<file path="src/rtl/adc_hex_framer.sv">
// adc_hex_framer: on each trigger, converts NUM_CH ADC channels and streams "c:HH..,c:HH.." CR LF to a UART.
// Define ADC_HEX_FRAMER_CHECKSUM_EN to append "*HH" (XOR of the payload bytes) before CR LF.
module adc_hex_framer #(
  parameter int DATA_W = 8,
  parameter int NUM_CH = 1,
  parameter int PERIOD = 0
) (
  input  logic              clk,
  input  logic              n_rst,
  input  logic              trig,
  output logic              adc_start,
  output logic [2:0]        adc_ch,
  input  logic              adc_valid,
  input  logic [DATA_W-1:0] adc_data,
  output logic [7:0]        tx_data,
  output logic              tx_load,
  input  logic              tx_done,
  output logic              busy,
  output logic              overrun,
  input  logic              clr_ovr
);

  localparam int NDIG = DATA_W / 4;
  // Byte index within a field: 0 = channel digit, 1 = ':', 2..DIG_LAST = hex digits.
  localparam logic [3:0] DIG_LAST = 4'(NDIG + 1);
  localparam logic [3:0] MID_LAST = 4'(NDIG + 2);
`ifdef ADC_HEX_FRAMER_CHECKSUM_EN
  localparam logic [3:0] END_LAST = 4'(NDIG + 6);
`else
  localparam logic [3:0] END_LAST = 4'(NDIG + 3);
`endif
  localparam logic [2:0] CH_LAST = 3'(NUM_CH - 1);

  typedef enum logic [2:0] {IDLE, REQ, WAIT_ADC, SEND, WAIT_TX, NEXT} state_t;

  state_t            state;
  state_t            state_next;
  logic [2:0]        ch;
  logic [3:0]        idx;
  logic [DATA_W-1:0] sample;
  logic              auto_trig;
  logic              start_req;
  logic              last_ch;
  logic              field_end;
  logic              adc_start_next;
  logic              tx_load_next;
  logic [3:0]        nibble;
  logic [7:0]        cur_byte;

  function automatic logic [7:0] hex_ascii(input logic [3:0] n);
    return (n < 4'd10) ? (8'h30 + {4'h0, n}) : (8'h37 + {4'h0, n});
  endfunction

  generate
    if (PERIOD > 0) begin : g_auto
      localparam int CW = (PERIOD > 1) ? $clog2(PERIOD) : 1;
      logic [CW-1:0] period_cnt;

      always_ff @(posedge clk or negedge n_rst) begin
        if (!n_rst)
          period_cnt <= '0;
        else if (period_cnt == CW'(PERIOD - 1))
          period_cnt <= '0;
        else
          period_cnt <= period_cnt + 1'b1;
      end

      assign auto_trig = (period_cnt == CW'(PERIOD - 1));
    end else begin : g_no_auto
      assign auto_trig = 1'b0;
    end
  endgenerate

  assign start_req = trig | auto_trig;
  assign last_ch   = (ch == CH_LAST);
  assign field_end = (idx == (last_ch ? END_LAST : MID_LAST));
  assign adc_ch    = ch;

`ifdef ADC_HEX_FRAMER_CHECKSUM_EN
  logic [7:0] csum;

  // Payload bytes (channel digits through the last data digit, commas included) feed the XOR.
  always_ff @(posedge clk or negedge n_rst) begin
    if (!n_rst)
      csum <= 8'h00;
    else if (state == IDLE && start_req)
      csum <= 8'h00;
    else if (state == SEND && (idx <= DIG_LAST || !last_ch))
      csum <= csum ^ cur_byte;
  end
`endif

  always_ff @(posedge clk or negedge n_rst) begin
    if (!n_rst)
      state <= IDLE;
    else
      state <= state_next;
  end

  always_comb begin
    state_next = state;
    case (state)
      IDLE:     if (start_req) state_next = REQ;
      REQ:      state_next = WAIT_ADC;
      WAIT_ADC: if (adc_valid) state_next = SEND;
      SEND:     state_next = WAIT_TX;
      WAIT_TX:  if (tx_done) state_next = field_end ? NEXT : SEND;
      NEXT:     state_next = last_ch ? IDLE : REQ;
      default:  state_next = IDLE;
    endcase
  end

  always_comb begin
    adc_start_next = (state == REQ);
    tx_load_next   = (state == SEND);
    busy           = (state != IDLE);

    nibble = 4'h0;
    for (int k = 0; k < NDIG; k++) begin
      if (idx == 4'(k + 2))
        nibble = sample[DATA_W-1-4*k -: 4];
    end

    cur_byte = 8'h00;
    if (idx == 4'd0)
      cur_byte = 8'h30 + {5'd0, ch};
    else if (idx == 4'd1)
      cur_byte = 8'h3A;
    else if (idx <= DIG_LAST)
      cur_byte = hex_ascii(nibble);
    else if (!last_ch)
      cur_byte = 8'h2C;
    else begin
`ifdef ADC_HEX_FRAMER_CHECKSUM_EN
      case (4'(idx - DIG_LAST))
        4'd1:    cur_byte = 8'h2A;
        4'd2:    cur_byte = hex_ascii(csum[7:4]);
        4'd3:    cur_byte = hex_ascii(csum[3:0]);
        4'd4:    cur_byte = 8'h0D;
        default: cur_byte = 8'h0A;
      endcase
`else
      cur_byte = (idx == DIG_LAST + 4'd1) ? 8'h0D : 8'h0A;
`endif
    end
  end

  // Strobes are registered one cycle behind REQ/SEND, giving the fixed 2-cycle latencies.
  always_ff @(posedge clk or negedge n_rst) begin
    if (!n_rst) begin
      adc_start <= 1'b0;
      tx_load   <= 1'b0;
      tx_data   <= 8'h00;
      ch        <= 3'd0;
      idx       <= 4'd0;
      sample    <= '0;
    end else begin
      adc_start <= adc_start_next;
      tx_load   <= tx_load_next;
      case (state)
        IDLE:     if (start_req) ch <= 3'd0;
        WAIT_ADC: if (adc_valid) begin
                    sample <= adc_data;
                    idx    <= 4'd0;
                  end
        SEND:     tx_data <= cur_byte;
        WAIT_TX:  if (tx_done && !field_end) idx <= idx + 4'd1;
        NEXT:     if (!last_ch) ch <= ch + 3'd1;
        default:  ;
      endcase
    end
  end

  always_ff @(posedge clk or negedge n_rst) begin
    if (!n_rst)
      overrun <= 1'b0;
    else if (start_req && state != IDLE)
      overrun <= 1'b1;
    else if (clr_ovr)
      overrun <= 1'b0;
  end

endmodule

</file>
<file path="config.mk">
export PLATFORM = sky130hd
export DESIGN_NAME = adc_hex_framer
export DESIGN_NICKNAME = d
export VERILOG_FILES = /design/src/rtl/adc_hex_framer.sv
export SDC_FILE = /design/constraint.sdc
export NUM_CORES = 1
export LEC_CHECK = 0
export BUFFER_PORTS_ARGS = -buffer_cell sky130_fd_sc_hd__buf_2
export CAP_MARGIN = 20
export CORE_UTILIZATION = 56
export DETAILED_ROUTE_END_ITERATION = 7
export GPL_TIMING_DRIVEN = 0
export HOLD_SLACK_MARGIN = 0.02
export PLACE_DENSITY = 0.8
export SYNTH_ARGS = -nofsm -noshare
export SYNTH_HDL_FRONTEND = slang
export SYNTH_SLANG_ARGS = --single-unit
</file>
<file path="constraint.sdc">
create_clock -name clk -period 6.3 [get_ports clk]
set_clock_uncertainty 0.2 [all_clocks]
set_input_delay 0.315 -clock clk [delete_from_list [all_inputs] [get_ports clk]]
set_output_delay 0.315 -clock clk [all_outputs]
set_load 0.05 [all_outputs]
</file>
# --- Word level (Yosys, flattened, before mapping) ---
# Index checks and enable logic that the tools add are counted.
# Widths: inputs -> output; s select.
word_totals:
  register_bits: 29
  input_bits: 14
  output_inout_bits: 15
  wordCells: 67
classes:
  add_sub_neg: 5
  n_lt_le_gt_ge: 2
  n_eq_ne: 15
  mux: 23
  reduce_logical: 14
op_table:
  columns: ["cell", "count"]
  rows:
  - ["$mux 7", 4]
  - ["$mux 3", 7]
  - ["$pmux 3 s6", 1]
  - ["$mux 4", 4]
  - ["$add 6x4->7 const A", 2]
  - ["$ne 2x2->1 const B", 5]
  - ["$reduce_and 3->1", 3]
  - ["$eq 4x2->1 const B", 2]
  - ["$pmux 4 s2", 1]
  - ["$add 6x3->7 const A", 1]
  - ["$eq 3x2->1 const B", 2]
  - ["$eq 3x3->1 const B", 2]
  - ["$logic_not 3->1", 2]
  - ["$mux 6", 1]
  - ["$pmux 3 s2", 1]
  - ["$reduce_bool 2->1", 3]
  - ["$add 4x1->4 const B", 1]
  - ["$eq 4x1->1 const B", 1]
  - ["$eq 4x3->1", 1]
  - ["$eq 4x3->1 const B", 1]
  - ["$le 4x2->1 const B", 1]
  - ["$logic_not 4->1", 1]
  - ["$lt 4x4->1 const B", 1]
  - ["$mux 1", 4]
  - ["other kinds (6)", 7]

# --- Logic depth before layout (Yosys ltp) ---
depth:
  word_depth: 8
  depth_mapped: 9
  mapped_depth_nobuf: 9

# --- Worst setup path after synthesis ---
# Ideal clock, no wire load.
synth_timing:
  path_type: "reg2reg"
  startpoint: "register idx[0]"
  endpoint: "register tx_data[2]"
  setup_time_ps: 73
  arrival_ps: 2042
  required_ps: 6027
  setup_slack_ps: 3985
  stages_incl_launch_ff: 9
  n_path_buf: 1
  period_less_slack_ps: 2315
  cell_sequence: "dfrtp_1 -> ha_1 -> clkbuf_1 -> nand3b_1 -> a21o_2 -> ha_1 -> and3_2 -> or3_1 -> a21oi_2"
synth_via:
  elab_chain_cells: 8
  elab_cells_between_ends: 17
  classes_between: "2 x add/sub; 2 x order compare; 4 x eq/ne; 8 x mux; 1 x reduce/logical"
synth_lines:
  columns: ["item", "line_no", "rtl"]
  rows:
  - ["start: declaration", "39", "logic [3:0] idx;"]
  - ["start signal: assignment", "167", "WAIT_TX: if (tx_done && !field_end) idx <= idx + 4'd1;"]
  - ["$eq 4x2->1", "120", "if (idx == 4'(k + 2))"]
  - ["$mux 4 (2 in a row)", "120", null]
  - ["$add 6x4->7 / $lt 4x4->1 (equally long branches)", "51", "return (n < 4'd10) ? (8'h30 + {4'h0, n}) : (8'h37 + {4'h0, n});"]
  - ["$mux 7", "51", null]
  - ["$mux 7", "129", "else if (idx <= DIG_LAST)"]
  - ["$mux 7", "127", "else if (idx == 4'd1)"]
  - ["$mux 7 (*)", "125", "if (idx == 4'd0)"]
  - ["end signal: assignment", "166", "SEND: tx_data <= cur_byte;"]
  - ["end: declaration", "15", "output logic [7:0] tx_data,"]
# Mark *: on every way between the ends. The rest lies on a longest branch, timed or not.
# A chain may end at the register's enable or synchronous reset.

# --- Final worst setup path ---
# Ends and elaborated chain as after synthesis.

==> results.cfg <==
[run_status]
outcome = complete, no violations

[hold_path]
min-delay-path-class = in -> reg

[sta]
maxSlewHeadroom_pct = 59.1
final.setup.tns_ns = 0
hold_violations = 0
rsz0062_at_grt = false
fin_hold_ws_ns = 0.0378
timing.fmax_mhz = 398
setup_viol = 0
finalCritPeriodShare_pct = 39.9
layout_min_cycle_time_ns = 2.51
tightest_slew_ns = 0.614
slew_viol_final = 0

[logic_synthesis]
synthSimpleGateAreaFrac_pct = 17.9
seq_area_frac_synth_pct = 43.9
yosys.area.top_type = dfrtp_1
synth_area_um2 = 1600
yosys-top-cells-area = dfrtp_1, mux2_2, o21ai_0
muxShareOfSynthArea_pct = 6.97
synth_cell_type_count = 40
postSynthAreaPerCell_um2 = 9.34
ys_ff_latch = 28
synth_top_family_by_area = simple AND/OR/NAND/NOR gates
synth-xor-area-share_pct = 2.19
synth_compound_area_share_pct = 17.5
ys_warn_count = 0
yosysTopAreaCellShare_pct = 43.9
synthesis.nets = 192
yosys.area_share.adder_pct = 5.48
synthCells = 171

[floorplanning]
core_area_um2 = 2730
fp-row-count = 19
start_util_pct = 58.4
die-area_um2 = 3070
die_h_um = 55.4
io_pins = 29
die_w_um = 55.4

[power_and_ir_drop]
power_frac_seq_pct = 35.7
peakVddDrop_uv = 356
combPwrFrac_pct = 53.5
power_density_nw_per_um2 = 424
cellLeakagePower_uw = 0.000907
switching_share_pct = 46.5
p_int_uw = 433
p_switching_uw = 376
p_clk_share_pct = 10.8

[global_routing]
grt_pass1_vias = 1330
grt_util_all_layers_pct = 22.2
grt_pass1_wl_um = 5540
overflow = 0
antenna_found_initial = 0
grt_max_degree = 29

[placed_design]
dpl_cell_area_um2 = 1770
hpwlAfterDp_um = 2330
place_congestion = 0.852
portBuffers = 27

[clocking]
cts_buffers = 3
post_cts_resized = 0
clock_sink_count = 28
htree_num_levels = 1
clkTransAtPathRegs_ns = 0.15
postCtsSetupBuffers = 0
cts_root_buf = clkbuf_4
cts_tree = done
ctsHoldBuffers = 10
cts_buffer_depth = 2
clock_latency_ns = 0.33

[flow_run]
drv_cap = 0

[layout]
fin_nets = 234
diodes = 0
layout-area-overhead-vs-synth_pct = 19.4
drive_gt1_share_pct = 26.4
stdcell_area_um2 = 1910

[worst_setup_path]
crit_required_ns = 6.37
start_kind = flop
cp_max_fo = 10
rrSetupSlack_ns = 3.79
end_kind = flop
worstPathArrival_ns = 2.58
criticalPathCategory = reg -> reg

[routing]
drtAntennaViolNets = 0
vias = 1340
vias_per_cell = 5.51
drtIter0Drc = 39
wl_um = 3160
dr.pass1.iters = 4
drcViolationCount = 0
detail_route.wl_per_cell_um = 13.0
[final cells by class]
| type | count | area [µm²] |
|---|---|---|
| buffer | 9 | 57.6 |
| sequential | 28 | 701 |
| timing repair buffer | 37 | 235 |
| inverter | 10 | 37.5 |
| fill | 200 | 826 |
| tap | 31 | 38.8 |
| clock buffer | 4 | 36.3 |
| multi-input combinational | 124 | 802 |
[synth_stat cells (all sizes together)]
cell type and n:
dfrtp 28, nand2 21, o21ai 20, nor2 13, inv 10, mux2 9, a21oi 8, buf 7
ha 7, a21o 5, nand3 5, nand3b 4, xnor2 4, a31oi 3, and3 3, nand2b 3
or3 3, a22o 2, clkbuf 2, o31ai 2, a221oi 1, a41oi 1, and2 1, and3b 1
conb 1, mux2i 1, nor3 1, nor3b 1, o21a 1, o22ai 1, or2 1, or3b 1
[worst paths after layout]
path,to,cells after the start,start
setup / recovery,tx_data[2]$_DFFE_PN0P_,8,idx[0]$_DFFE_PN0P_
hold / removal,overrun$_DFFE_PN0P_,3,trig
setup reg to reg,tx_data[2]$_DFFE_PN0P_,8,idx[0]$_DFFE_PN0P_
hold reg to reg,tx_data[6]$_DFFE_PN0P_,2,tx_data[6]$_DFFE_PN0P_
max in group asynchronous,sample[5]$_DFFE_PN0P_,2,n_rst
min in group asynchronous,adc_ch[0]$_DFFE_PN0P_,2,n_rst
[cells in the final DEF, fill, tap and decap left out, types with 2 or more instances in the layout]
master / n
buf_2: 31
dfrtp_1: 28
nand2_1: 21
o21ai_0: 19
nor2_1: 13
inv_1: 10
dlygate4sd3_1: 10
mux2_2: 9
ha_1: 7
a21oi_1: 6
nand3_1: 5
nand3b_1: 4
xnor2_1: 4
a21o_2: 3
nand2b_1: 3
a31oi_1: 3
clkbuf_4: 3
buf_6: 2
clkbuf_1: 2
and3_2: 2
a21o_1: 2
or3_1: 2
o31ai_1: 2
a22o_1: 2
[state kept, by name, summed over array words and instances, names as in the netlist]
name / cells
sample: 8
tx_data: 7
idx: 4
adc_ch: 3
state: 3
adc_start: 1
overrun: 1
tx_load: 1
[power groups by stage]
stage,registers [µW],clock network (µW),logic [µW]
after floorplan,377,0,246
after global placement,287,0,415
after detailed placement,293,0,427
after CTS,288,90.8,434
after global routing,298,94.6,473
final,289,87.3,433
[stage by stage]
stage	setup WS [ns]	instances	util (%)	power, µW
detailed placement	3.81	229	64.8	719
floorplan	3.98	171	-	623
finish	3.79	243	69.8	809
global route	3.68	243	69.8	866
CTS	3.79	243	69.8	813
global placement	3.86	229	64.8	702
[logic make-up after synthesis]
logic type,count (synthesis)
buffers and inverters,19
adders and majority gates,7
muxes,10
xor gates and xnor gates,4
DFF,28
AOI/OAI and AO/OA,44
and+or+nand+nor,58
other,1
[worst max-delay path, cell delays in order (launching register included)]
cell and delay, ns:
dfrtp_1 0.47, ha_1 0.26, clkbuf_1 0.20, nand3b_1 0.19
a21o_2 0.24, ha_1 0.22, and3_2 0.17, or3_1 0.39
a21oi_2 0.12
[metal layers]
layer  wire [µm]  up-vias  track usage (%)
li1            -      668                -
met1        1530      637             29.3
met2        1490       30             37.2
met3          91        5             2.11
met4          46        0             9.64
met5           0        -                0
Note: power is estimated with default switching activity, not from simulation.
